--- src/rtl/uart_pkg.sv ---
// Types and constants shared by the UART transmitter and receiver.
package uart_pkg;
  typedef enum logic [1:0] {
    IDLE  = 2'd0,
    START = 2'd1,
    DATA  = 2'd2,
    STOP  = 2'd3
  } uart_state_e;

  localparam int DEFAULT_BIT_CYCLES = 16;
endpackage

--- src/rtl/tx_fifo.sv ---
// Synchronous byte FIFO with sync active-high reset and full/empty flags.
module tx_fifo #(
  parameter int DEPTH = 4
) (
  input  logic       clk,
  input  logic       rst,
  input  logic       i_push,
  input  logic [7:0] i_data,
  input  logic       i_pop,
  output logic [7:0] o_data,
  output logic       o_full,
  output logic       o_empty
);
  localparam int AW = $clog2(DEPTH);

  logic [7:0]  r_mem [DEPTH];
  logic [AW-1:0] r_wp, r_rp;
  logic [AW:0]   r_cnt;
  logic          w_push_ok, w_pop_ok;

  assign o_full    = (r_cnt == (AW+1)'(DEPTH));
  assign o_empty   = (r_cnt == '0);
  assign w_push_ok = i_push && !o_full;
  assign w_pop_ok  = i_pop && !o_empty;
  assign o_data    = r_mem[r_rp];

  always_ff @(posedge clk) begin
    if (w_push_ok) r_mem[r_wp] <= i_data;
  end

  always_ff @(posedge clk) begin
    if (rst) begin
      r_wp  <= '0;
      r_rp  <= '0;
      r_cnt <= '0;
    end else begin
      if (w_push_ok) r_wp <= r_wp + 1'b1;
      if (w_pop_ok)  r_rp <= r_rp + 1'b1;
      case ({w_push_ok, w_pop_ok})
        2'b10:   r_cnt <= r_cnt + 1'b1;
        2'b01:   r_cnt <= r_cnt - 1'b1;
        default: r_cnt <= r_cnt;
      endcase
    end
  end
endmodule

--- src/rtl/tx_if.sv ---
// UART transmitter: 8N1 frames, BIT_CYCLES clocks per bit.
// Define TX_FIFO_EN to buffer FIFO_DEPTH bytes and send frames back-to-back.
module tx_if
  import uart_pkg::*;
#(
  parameter int BIT_CYCLES = DEFAULT_BIT_CYCLES,
  parameter int FIFO_DEPTH = 4
) (
  input  logic       clk,
  input  logic       rst,
  input  logic [7:0] din,
  input  logic       tx_vld,
  output logic       tx_rdy,
  output logic       txd,
  output logic       tx_busy
);
  localparam int            CW   = $clog2(BIT_CYCLES);
  localparam logic [CW-1:0] LAST = CW'(BIT_CYCLES - 1);

  uart_state_e r_state;
  logic [CW-1:0] r_cnt;
  logic [2:0]    r_idx;
  logic [7:0]    r_byte;
  logic          r_txd;

  logic       w_bit_end, w_slot, w_accept, w_load, w_nempty;
  logic [7:0] w_load_byte;

  assign w_bit_end = (r_cnt == LAST);
  // A new frame may begin from IDLE or right at the end of a stop bit.
  assign w_slot    = (r_state == IDLE) || (r_state == STOP && w_bit_end);
  assign w_accept  = tx_vld && tx_rdy;

`ifdef TX_FIFO_EN
  logic       w_full, w_empty, w_push, w_pop;
  logic [7:0] w_head;

  assign tx_rdy      = !w_full && !rst;
  assign w_pop       = w_slot && !w_empty;
  // Bypass the FIFO when it is empty and the shifter can start right now.
  assign w_push      = w_accept && !(w_slot && w_empty);
  assign w_load      = w_slot && (!w_empty || w_accept);
  assign w_load_byte = w_empty ? din : w_head;
  assign w_nempty    = !w_empty;

  tx_fifo #(.DEPTH(FIFO_DEPTH)) u_fifo (
    .clk     (clk),
    .rst     (rst),
    .i_push  (w_push),
    .i_data  (din),
    .i_pop   (w_pop),
    .o_data  (w_head),
    .o_full  (w_full),
    .o_empty (w_empty)
  );
`else
  logic w_unused_depth;

  assign tx_rdy         = (r_state == IDLE) && !rst;
  assign w_load         = w_accept;
  assign w_load_byte    = din;
  assign w_nempty       = 1'b0;
  assign w_unused_depth = (FIFO_DEPTH > 0);
`endif

  assign txd     = r_txd;
  assign tx_busy = (r_state != IDLE) || w_nempty;

  always_ff @(posedge clk) begin
    if (rst) begin
      r_state <= IDLE;
      r_cnt   <= '0;
      r_idx   <= '0;
      r_byte  <= '0;
      r_txd   <= 1'b1;
    end else begin
      case (r_state)
        IDLE: begin
          r_cnt <= '0;
          if (w_load) begin
            r_state <= START;
            r_byte  <= w_load_byte;
            r_txd   <= 1'b0;
          end
        end
        START: begin
          if (w_bit_end) begin
            r_cnt   <= '0;
            r_idx   <= '0;
            r_state <= DATA;
            r_txd   <= r_byte[0];
          end else begin
            r_cnt <= r_cnt + 1'b1;
          end
        end
        DATA: begin
          if (w_bit_end) begin
            r_cnt <= '0;
            if (r_idx == 3'd7) begin
              r_state <= STOP;
              r_txd   <= 1'b1;
            end else begin
              r_idx  <= r_idx + 1'b1;
              r_txd  <= r_byte[1];
              r_byte <= {1'b0, r_byte[7:1]};
            end
          end else begin
            r_cnt <= r_cnt + 1'b1;
          end
        end
        STOP: begin
          if (w_bit_end) begin
            r_cnt <= '0;
            if (w_load) begin
              r_state <= START;
              r_byte  <= w_load_byte;
              r_txd   <= 1'b0;
            end else begin
              r_state <= IDLE;
            end
          end else begin
            r_cnt <= r_cnt + 1'b1;
          end
        end
        default: r_state <= IDLE;
      endcase
    end
  end
endmodule
--- config.mk ---
export PLATFORM = sky130hd
export DESIGN_NAME = tx_if
export DESIGN_NICKNAME = d
export VERILOG_FILES = /design/src/rtl/uart_pkg.sv /design/src/rtl/tx_fifo.sv /design/src/rtl/tx_if.sv
export SDC_FILE = /design/constraint.sdc
export NUM_CORES = 1
export LEC_CHECK = 0
export BUFFER_PORTS_ARGS = -buffer_cell sky130_fd_sc_hd__buf_2
export CORE_ASPECT_RATIO = 1.4
export CORE_MARGIN = 1
export CORE_UTILIZATION = 55
export DETAILED_ROUTE_END_ITERATION = 16
export GPL_ROUTABILITY_DRIVEN = 0
export GPL_TIMING_DRIVEN = 0
export HOLD_SLACK_MARGIN = 0.05
export PLACE_DENSITY_LB_ADDON = 0.05
export SETUP_SLACK_MARGIN = 0.15
export SYNTH_ARGS = -nofsm -noshare
export SYNTH_HDL_FRONTEND = slang
export SYNTH_SLANG_ARGS = --single-unit
--- constraint.sdc ---
create_clock -name clk -period 2.7 [get_ports clk]
set_input_delay 0 -clock clk [delete_from_list [all_inputs] [get_ports clk]]
set_output_delay 0 -clock clk [all_outputs]
set_load 0.1 [all_outputs]
Word-level counts from Yosys, hierarchy flattened
Index checks and enable logic that the tools add are counted.
Widths: inputs -> output; s select.
Word-level totals
  latch bits: 0
  word-level logic and storage cells: 54
  register bits: 18
  input port bits: 11
  memories: 0
  memory bits (writable): 0
  memory bits (read-only): 0
Operators by class
  divide/modulo/power cells: 0
  eq/ne operators: 11
  $mul: 0
  shift-type cells: 0
  mux-type cells: 24
  bitwise gates (word level): 0
  magnitude comparators: 0
  add/subtract/negate cells: 2
  reductions and logical operators: 12
Operators by type and width (count)
  $mux 8: 4
  $pmux 8 s3: 1
  $ne 2x2->1 const B: 6
  $mux 2: 5
  $mux 3: 3
  $pmux 2 s4: 1
  $pmux 4 s2: 1
  $reduce_and 4->1: 2
  $mux 1: 6
  $pmux 3 s2: 1
  $reduce_and 5->1: 1
  $add 4x1->4 const B: 1
  $eq 2x2->1 const B: 2
  $eq 4x4->1 const B: 1
  $mux 4: 1
  $pmux 1 s4: 1
  $reduce_bool 2->1: 2
  $add 3x1->3 const B: 1
  $eq 3x3->1 const B: 1
  $reduce_and 3->1: 1
  $reduce_bool 3->1: 1
  $reduce_or 3->1: 1
  $eq 2x1->1 const B: 1
  $logic_and 1x1->1: 2
  other kinds (2): 2

Longest topological paths before layout
Gate-level depths: netlist (run 1).
  word-level depth: 6
  mapped depth: 7

Worst setup path before layout (run 1)
Ideal clock, no wire load.
  path kind: register to output
  start point: register r_state[0]
  end point: output port tx_rdy
  data required time: 2.700 ns
  stages on the path, launching flop included: 5
  slack: 0.284 ns
  arrival time: 2.416 ns
  cell sequence: dfxtp_1 inv_1 ha_1 inv_1 nor2_1
Between the ends
  longest elaborated chain between the ends: 2
Ends and longest elaborated chain
  from (decl): RTL line tx_if.sv:20  | uart_state_e r_state;
  from (signal assigned): RTL line tx_if.sv:71  | r_state <= IDLE;
  from (signal assigned): RTL line tx_if.sv:81  | r_state <= START;
  from (signal assigned): RTL line tx_if.sv:90  | r_state <= DATA;
  $logic_not 2->1: RTL line tx_if.sv:59  | assign tx_rdy = (r_state == IDLE) && !rst;
  $logic_and 1x1->1: RTL line tx_if.sv:59
  to (decl): RTL line tx_if.sv:13  | output logic tx_rdy,
Every way passes these cells.

Worst setup path in the final report (run 1)
  start point: register r_state[0]
  end point: register r_byte[1]
Between the ends
  longest elaborated chain between the ends: 6
  elaborated cells on any way between the ends: 13
  those cells by class: eq/ne (5); mux (3); reduce/logical (5)
Ends and longest elaborated chain
  $logic_not 2->1: RTL line tx_if.sv:59, tx_if.sv:77
  $logic_and 1x1->1: RTL line tx_if.sv:59
  $logic_and 1x1->1: RTL line tx_if.sv:32  | assign w_accept = tx_vld && tx_rdy;
  $mux 8 (2 in series)
  $pmux 8 s3: RTL line tx_if.sv:77  | case (r_state)
  to (signal assigned): RTL line tx_if.sv:82  | r_byte <= w_load_byte;
  to (signal assigned): RTL line tx_if.sv:105  | r_byte <= {1'b0, r_byte[7:1]};
  to (signal assigned): RTL line tx_if.sv:116  | r_byte <= w_load_byte;
  to (decl): RTL line tx_if.sv:23  | logic [7:0] r_byte;
Several ways; a longest one is shown, not always the timed one. The select of a mux whose other input is x is not followed.
A chain may end at the register's enable or synchronous reset.

==> flow_summary.yaml, run 1 <==
outcome:
  status: "complete, no violations"
global_route:
  grt_use_total_pct: 22.3
  grt-ovfl-total: 0
  antenna_found_initial: 0
  grt_pass1_vias: 747
  grt_pass1_wl_um: 3220
  grt_max_degree: 11
worst_setup_path:
  path_delay_family: "compound AO/OA/AOI/OAI gates"
  cp-start-kind: "flop"
  cpMaxStageDelayCell: "a221oi_1"
  cpPeakStageDelay_ns: 0.48
  path_class: "reg2reg"
  crit_fanout: 10
  path_cells: "inv_1 > ha_1 > buf_6 > or2_1 > a221oi_1 > mux2_2"
  critPathRequiredTime_ns: 2.88
  cp_num_buf_inv: 2
  arrival_ns: 2.27
  cp-end-kind: "flop"
clock_tree:
  cts_tree: "built"
  cts_made_buffers: 3
  cts_sinks: 18
  cts_root_buffer: "clkbuf_4"
  cts_buffer_depth: 2
  path_clk_slew_ns: 0.10
  htreeDepth: 1
  clk_latency_ns: 0.28
  post_cts_resize_count: 0
floorplanning:
  rows: 18
  pin_count: 14
  initial_core_util_pct: 59.5
  die_w_um: 39.1
  die_h_um: 53.9
  die_area_um2: 2110
  core-area_um2: 1780
layout:
  drive_gt1_share_pct: 19.5
  regArea_um2: 360
  fin_util_pct: 66.4
  nets: 149
  antenna_cells: 0
  fill_cells: 155
  area_growth_syn_to_layout_pct: 11.6
  multi_input_comb_area_um2: 653
sta:
  layout_min_cycle_time_ns: 2.09
  fmax_mhz: 477
  max_slew.worst_pin.slew_ns: 0.621
  setup_tns_ns: 0
  setup_violations: 0
  rsz0062_at_grt: "no"
  drv_slew: 0
  finClkSkew_ns: 0.00122
  finalCritPeriodShare_pct: 77.6
  slew_headroom_pct: 58.6
  hold_viol: 0
  setup_ws_ns: 0.605
yosys:
  yosys.area_share.adder_pct: 9.46
  synthFlopType: "dfxtp_1"
  yosysSeqAreaShare_pct: 34.0
  ys_top_cells_by_area: "dfxtp_1 34%, mux2i_1 13%, ha_1 9.5%"
  yosys.cell_count.top_type: "dfxtp_1"
  yosys.area.top_type_share_pct: 34.0
  syn_nets: 130
  muxShareOfSynthArea_pct: 20.7
  synth.avg_cell_area_um2: 9.54
  synth_compound_area_share_pct: 6.74
  synth_edf_count: 0
  yosys.area_share.simple_pct: 23.2
  yosys-top-cells-count: "18 x dfxtp_1, 14 x mux2i_1, 14 x nor2_1"
  yosys.area.top_type: "dfxtp_1"
  synthArstFlopShare_pct: 0
  syn_area_um2: 1060
  synth-xor-area-share_pct: 1.65
  synth_warnings: 0
  syn_inst: 111
  ys_seq_elements: 18
  synth_top_family_by_area: "simple AND/OR/NAND/NOR gates"
  synth.distinct_cells: 29
pwr:
  power_frac_seq_pct: 33.9
  p_per_area_nw_per_um2: 900
  clkPwrFrac_pct: 12.2
  ir_worst_vdd_mv: 0.481
  switchingPower_mw: 0.470
  cellLeakagePower_nw: 0.515
  p_int_mw: 0.593
  combPwrFrac_pct: 53.9
  switching_share_pct: 44.2
drt:
  ant_nets: 0
  drt_pre_antenna_iters: 4
  drc_errors: 0
  via_count: 816
  wl_um: 2030
  highest_layer: "met4"
  wl_met3_um: 58
  avgViaCountPerCell: 5.51
  met2_length_um: 1070
  wl_per_cell_um: 13.7
  wl_met1_um: 881
  drt_iter0_markers: 9
placed_design:
  hpwl_um: 1530
  dpl_worst_slack_ns: 0.620
  port_buffers: 13
run:
  maxCapViolations: 0
worst_hold_path:
  hp-class: "in2reg"
## layout make-up
class	count	area share [%]
buffer	5	2.22
clock buffer	3	1.91
inverter	5	1.59
multi-input combinational	83	55.3
sequential	18	30.5
tap	20	2.12
timing repair buffer	14	6.36
## flip-flops by register name, summed over array words and instances (netlist names)
| name | cells |
|---|---|
| r_state | 2 |
| txd | 1 |
| r_idx | 3 |
| r_byte | 8 |
| r_cnt | 4 |
## layout by cell type, fill, tap and decap left out, types with 2 or more instances in the layout
master     n
dfxtp_1   18
nor2_1    14
mux2i_1   14
buf_2     13
nand2b_1   9
ha_1       8
nor2b_1    7
mux2_2     7
inv_1      5
clkbuf_1   4
nand3b_1   3
clkbuf_4   3
nand3_1    2
a221oi_1   2
nand2_1    2
## timing repair
action | 4_1_cts | 5_1_grt
hold buffers | 1 | 0
hold endpoints to repair | 1 | 0
setup buffers | 0 | 0
## layer usage
layer	up-vias	track usage [%]
li1	424	-
met1	377	27.8
met2	13	38.3
met3	2	3.72
met4	0	6.90
met5	-	0
## power groups by stage
stage               Combinational (mW)  Clock (mW)  Sequential, mW
floorplan                        0.440           0           0.397
CTS                              0.575       0.130           0.362
finish                           0.573       0.130           0.361
global route                     0.613       0.146           0.369
detailed placement               0.572           0           0.368
global placement                 0.560           0           0.365
## metrics by stage
stage | instance area, um^2 | std cells | power, mW | hold slack, ns
floorplan | 1060 | 111 | 0.837 | 0.142
global placement | 1150 | 144 | 0.925 | 0.261
detailed placement | 1150 | 144 | 0.940 | 0.270
CTS | 1180 | 148 | 1.07 | 0.0831
global route | 1180 | 148 | 1.13 | 0.0789
finish | 1180 | 148 | 1.06 | 0.0821
## worst reg2reg max path, delay by kind of cell, from the launching register on
family / cells / cell delay [ns]
DFF: 1 / 0.40
muxes: 1 / 0.39
adders and majority gates: 1 / 0.24
AOI/OAI and AO/OA: 1 / 0.48
buffers and inverters: 2 / 0.25
and+or+nand+nor: 1 / 0.24
## cell families after synthesis
| kind of cell | count (synthesis) |
|---|---|
| DFF | 18 |
| muxes | 21 |
| AOI/OAI and AO/OA | 8 |
| buffers and inverters | 10 |
| adders and majority gates | 8 |
| xor gates and xnor gates | 2 |
| and+or+nand+nor | 44 |
## worst paths after layout
path,from,to,slack (ns),cells past startpoint
setup / recovery,r_state[0],r_byte[1],0.61,6
hold / removal,din[4],r_byte[4],0.08,4
setup reg to reg,r_state[0],r_byte[1],0.61,6
hold reg to reg,r_cnt[0],r_cnt[0],0.46,1
No activity file was read; power rests on OpenSTA's default activity.
==> inputs of run 2 (changes only) <==
clock period = 2 ns   (was 2.7 ns; I/O delays follow)
==> flow_summary.yaml, run 2 (synthesis results as in run 1) <==
global_route:
  grt_max_degree: 11
  grt-ovfl-total: 0
  grt_pass1_vias: 778
  grt_pass1_wl_um: 3200
  antenna_found_initial: 0
  grt_use_total_pct: 22.1
layout:
  largest_register: "r_byte"
  area_growth_syn_to_layout_pct: 21.5
  multi_input_comb_area_um2: 701
  reg.largest.list: "r_byte (8), r_cnt (4), r_idx (3)"
  antenna_cells: 0
  nets: 154
  fill_cells: 144
  drive_gt1_share_pct: 32.1
  mostFrequentLayoutCell: "dfxtp_1"
  regArea_um2: 365
  largest_register_ffs: 8
  mostFrequentLayoutCells: "16 x dfxtp_1, 14 x mux2i_1, 13 x nor2_1, 13 x buf_2, 9 x nand2b_1"
sta:
  finalCritPeriodShare_pct: 91.5
  rsz0062_at_grt: "yes"
  slew_headroom_pct: 65.7
  hold_slack_ns: 0.0593
  max_slew.worst_pin.slew_ns: 0.515
  hold_viol: 0
  fmax_mhz: 547
  finClkSkew_ns: 0.00320
  setup_violations: 0
  drv_slew: 0
  layout_min_cycle_time_ns: 1.83
worst_setup_path:
  crit_fanout: 6
  cp-end-kind: "flop"
  critPathRequiredTime_ns: 2.20
  arrival_ns: 2.02
  path_class: "reg2reg"
  cp-start-kind: "flop"
clock_tree:
  cts_root_buffer: "clkbuf_4"
  clk_latency_ns: 0.30
  cts_sinks: 18
  cts_buffer_depth: 2
  path_clk_slew_ns: 0.10
  cts_made_buffers: 3
  cts_tree: "built"
  htreeDepth: 1
drt:
  via_count: 847
  highest_layer: "met4"
  wl_met1_um: 905
  drt_iter0_markers: 12
  wl_per_cell_um: 13.0
  wl_um: 2000
  drc_errors: 0
  avgViaCountPerCell: 5.50
  drt_pre_antenna_iters: 4
  ant_nets: 0
  met2_length_um: 1020
  wl_met3_um: 41
pwr:
  combPwrFrac_pct: 55.1
  switching_share_pct: 42.2
  p_int_mw: 0.923
  power.total_mw: 1.60
  p_per_area_nw_per_um2: 1240
  switchingPower_mw: 0.674
  cellLeakagePower_nw: 0.560
  ir_worst_vdd_mv: 0.852
  power_frac_seq_pct: 30.7
  clkPwrFrac_pct: 14.2
placed_design:
  hpwl_um: 1470
  port_buffers: 13
outcome:
  status: "complete, no violations"
floorplanning:
  pin_count: 14
  core-area_um2: 1780
  rows: 18
  initial_core_util_pct: 59.5
  die_w_um: 39.1
  die_h_um: 53.9
  die_area_um2: 2110
run:
  maxCapViolations: 0
worst_hold_path:
  hp-class: "in2reg"
run 2: cell types whose count changed in the layout (fill, tap and decap cells not counted), sizes merged:
cell and change:
clkbuf +1, buf +5
run 2: worst max-delay path, stage by stage, from the launching register on:
cell and delay, ns:
dfxtp_2 0.35, inv_2 0.06, ha_4 0.16, buf_6 0.12, or2_1 0.25, a221o_2 0.48
mux2_4 0.32
run 2: timing repair:
action,CTS,global route
setup endpoints to repair,12,8
hold buffers,1,0
setup buffers,2,3
hold endpoints to repair,1,0
pin swaps,3,4
gates resized for setup,8,5
run 2: stage by stage:
step	std cells	cell area (um^2)	util (%)	setup slack (ns)	TNS, ns
floorplan	111	1070	-	0.149	0
global placement	144	1160	65.3	-0.00101	-0.00101
finish	154	1290	72.3	0.171	0
detailed placement	144	1160	65.3	-0.0654	-0.391
CTS	151	1240	69.8	0.145	0
global route	154	1290	72.3	0.129	0
run 2: final timing paths:
kind                            slack [ns]        from        end  cells past startpoint
worst min register to register        0.45    r_cnt[0]   r_cnt[0]                      1
worst min-delay path                  0.06      din[4]  r_byte[4]                      4
worst max-delay path                  0.17  r_state[0]  r_byte[6]                      6
worst max register to register        0.17  r_state[0]  r_byte[6]                      6
run 2: power by group through the flow:
stage	Sequential (mW)	Combinational (mW)	Clock (mW)
2_1_floorplan	0.536	0.614	0
3_3_place_gp	0.492	0.777	0
3_5_place_dp	0.495	0.790	0
4_1_cts	0.484	0.850	0.237
5_1_grt	0.501	0.946	0.246
6_report	0.491	0.880	0.227
run 2: per-layer routing:
metal  track usage [%]  vias up
li1                  -      435
met2              37.2       13
met5                 0        -
met3              3.72        5
met4              12.1        0
met1              25.9      394
run 2: area by class of cell:
| type | instances | share of cell area (%) |
|---|---|---|
| Multi-Input combinational cell | 83 | 54.5 |
| Inverter | 5 | 1.46 |
| Buffer | 5 | 2.14 |
| Clock buffer | 4 | 2.82 |
| Timing Repair Buffer | 19 | 8.75 |
| Tap cell | 20 | 1.95 |
| Sequential cell | 18 | 28.4 |
==> inputs of run 3 (changes only) <==
PLACE_DENSITY = 0.77   (was unset)
PLACE_DENSITY_LB_ADDON = unset   (was 0.05)
==> flow_summary.yaml, run 3 (synthesis results as in run 1) <==
worst_hold_path:
  hold_start: "din[3]"
  holdPathStages: 4
  hp-class: "in2reg"
  hold_end: "r_byte[3]"
floorplanning:
  die_h_um: 53.9
  initial_core_util_pct: 59.5
  die_w_um: 39.1
  core-area_um2: 1780
  pin_count: 14
  rows: 18
  die_area_um2: 2110
worst_setup_path:
  cpPeakStageDelay_ns: 0.45
  cpMaxStageDelayCell: "a221o_2"
  path_class: "reg2reg"
  cp-end-kind: "flop"
  arrival_ns: 2.02
  critPathRequiredTime_ns: 2.20
  r2r_end: "r_byte[0]"
  path_cells: "buf_4 > ha_1 > or2_1 > a221o_2 > mux2_4"
  reg2reg_depth: 5
  crit_fanout: 6
  rrSetupSlack_ns: 0.18
  cp-start-kind: "flop"
  startpoint: "r_state[0]"
  reg2reg_from: "r_state[0]"
global_route:
  grt_use_total_pct: 24.4
  grt_pass1_wl_um: 3430
  antenna_found_initial: 0
  grt_pass1_vias: 808
  grt_max_degree: 11
  grt-ovfl-total: 0
layout:
  nets: 152
  final_area_um2: 1290
  fin_util_pct: 72.6
  antenna_cells: 0
  largest_register: "r_byte"
  multi_input_comb_area_um2: 718
  mostFrequentLayoutCells: "16 x dfxtp_1, 14 x mux2i_1, 13 x nor2_1, 13 x buf_2, 9 x nand2b_1"
  largest_register_ffs: 8
  drive_gt1_share_pct: 32.6
  fill_cells: 135
  reg.largest.list: "r_byte (8), r_cnt (4), r_idx (3)"
  mostFrequentLayoutCell: "dfxtp_1"
  regArea_um2: 365
  area_growth_syn_to_layout_pct: 22.1
placed_design:
  hpwl_um: 1580
  port_buffers: 13
  placed_area_um2: 1160
clock_tree:
  path_clk_slew_ns: 0.10
  cts_root_buffer: "clkbuf_4"
  cts_sinks: 18
  cts_tree: "built"
  htreeDepth: 1
  cts_made_buffers: 3
  clk_latency_ns: 0.30
  cts_buffer_depth: 2
drt:
  ant_nets: 0
  drc_errors: 0
  drt_iter0_markers: 7
  via_count: 849
  drt_pre_antenna_iters: 4
  avgViaCountPerCell: 5.59
  wl_um: 2160
  wl_per_cell_um: 14.2
pwr:
  ir_worst_vdd_mv: 0.796
  p_per_area_nw_per_um2: 1260
  power.total_mw: 1.63
  cellLeakagePower_nw: 0.548
sta:
  hold_slack_ns: 0.0593
  finalCritPeriodShare_pct: 91.0
  drv_slew: 0
  rsz0062_at_grt: "yes"
  max_slew.worst_pin.slew_ns: 0.533
  hold_viol: 0
  layout_min_cycle_time_ns: 1.82
  slew_headroom_pct: 64.5
  fmax_mhz: 550
  finClkSkew_ns: 0.00200
  setup_violations: 0
run:
  maxCapViolations: 0
outcome:
  status: "complete, no violations"
run 3: cell types whose count changed in the layout (fill, tap and decap cells not counted), sizes merged:
cell,delta
buf,-2
run 3: layout make-up:
type | instances | share of cell area, %
inverter | 5 | 1.45
multi-input combinational | 83 | 55.6
timing repair buffer | 17 | 7.55
clock buffer | 4 | 2.81
sequential | 18 | 28.3
tap | 20 | 1.94
buffer | 5 | 2.42
run 3: critical path: cells and delay by family, from the launching register on:
family                   cells  cell delay [ns]
AND/OR/NAND/NOR              1             0.25
multiplexers                 1             0.32
flip-flops                   1             0.34
buffers and inverters        1             0.15
AO/OA/AOI/OAI                1             0.45
adder cells (fa/ha/maj)      1             0.20
run 3: timing repair:
action                                  4_1_cts  5_1_grt
hold endpoints to repair                      1        0
buffers inserted                              2        1
pin swaps                                     4        2
gates cloned                                  0        0
endpoints found under the setup margin       12        9
hold buffers                                  1        0
resized for setup                             7       10
run 3: worst max path at each step:
stage                             to  slack (ns)  depth (start not counted)
after CTS                  r_byte[0]        0.15                          6
after global routing      r_state[0]        0.16                          6
after detailed placement  r_state[0]       -0.02                          6
after floorplan            r_byte[0]        0.15                          6
final                      r_byte[0]        0.18                          5
after global placement     r_byte[3]        0.04                          6
run 3: metal layers:
layer	GRT usage [%]	share of wire, %	vias up
met5	0	0	-
met4	13.8	2.7	0
met3	3.72	2.5	5
met2	45.8	56	16
met1	24.3	39	400
li1	-	-	428
run 3: power breakdown:
part           switching (mW)  total [mW]  internal, mW
Clock                   0.120       0.231         0.111
Sequential             0.0497       0.493         0.444
Combinational           0.530       0.908         0.378
Total                   0.699        1.63         0.933
run 3: metrics by stage:
| step | worst slack [ns] | cells | TNS [ns] |
|---|---|---|---|
| 6_report | 0.180 | 152 | 0 |
| 5_1_grt | 0.156 | 152 | 0 |
| 4_1_cts | 0.153 | 151 | 0 |
| 3_5_place_dp | -0.0243 | 144 | -0.0445 |
| 3_3_place_gp | 0.0425 | 144 | 0 |
| 2_1_floorplan | 0.149 | 111 | 0 |
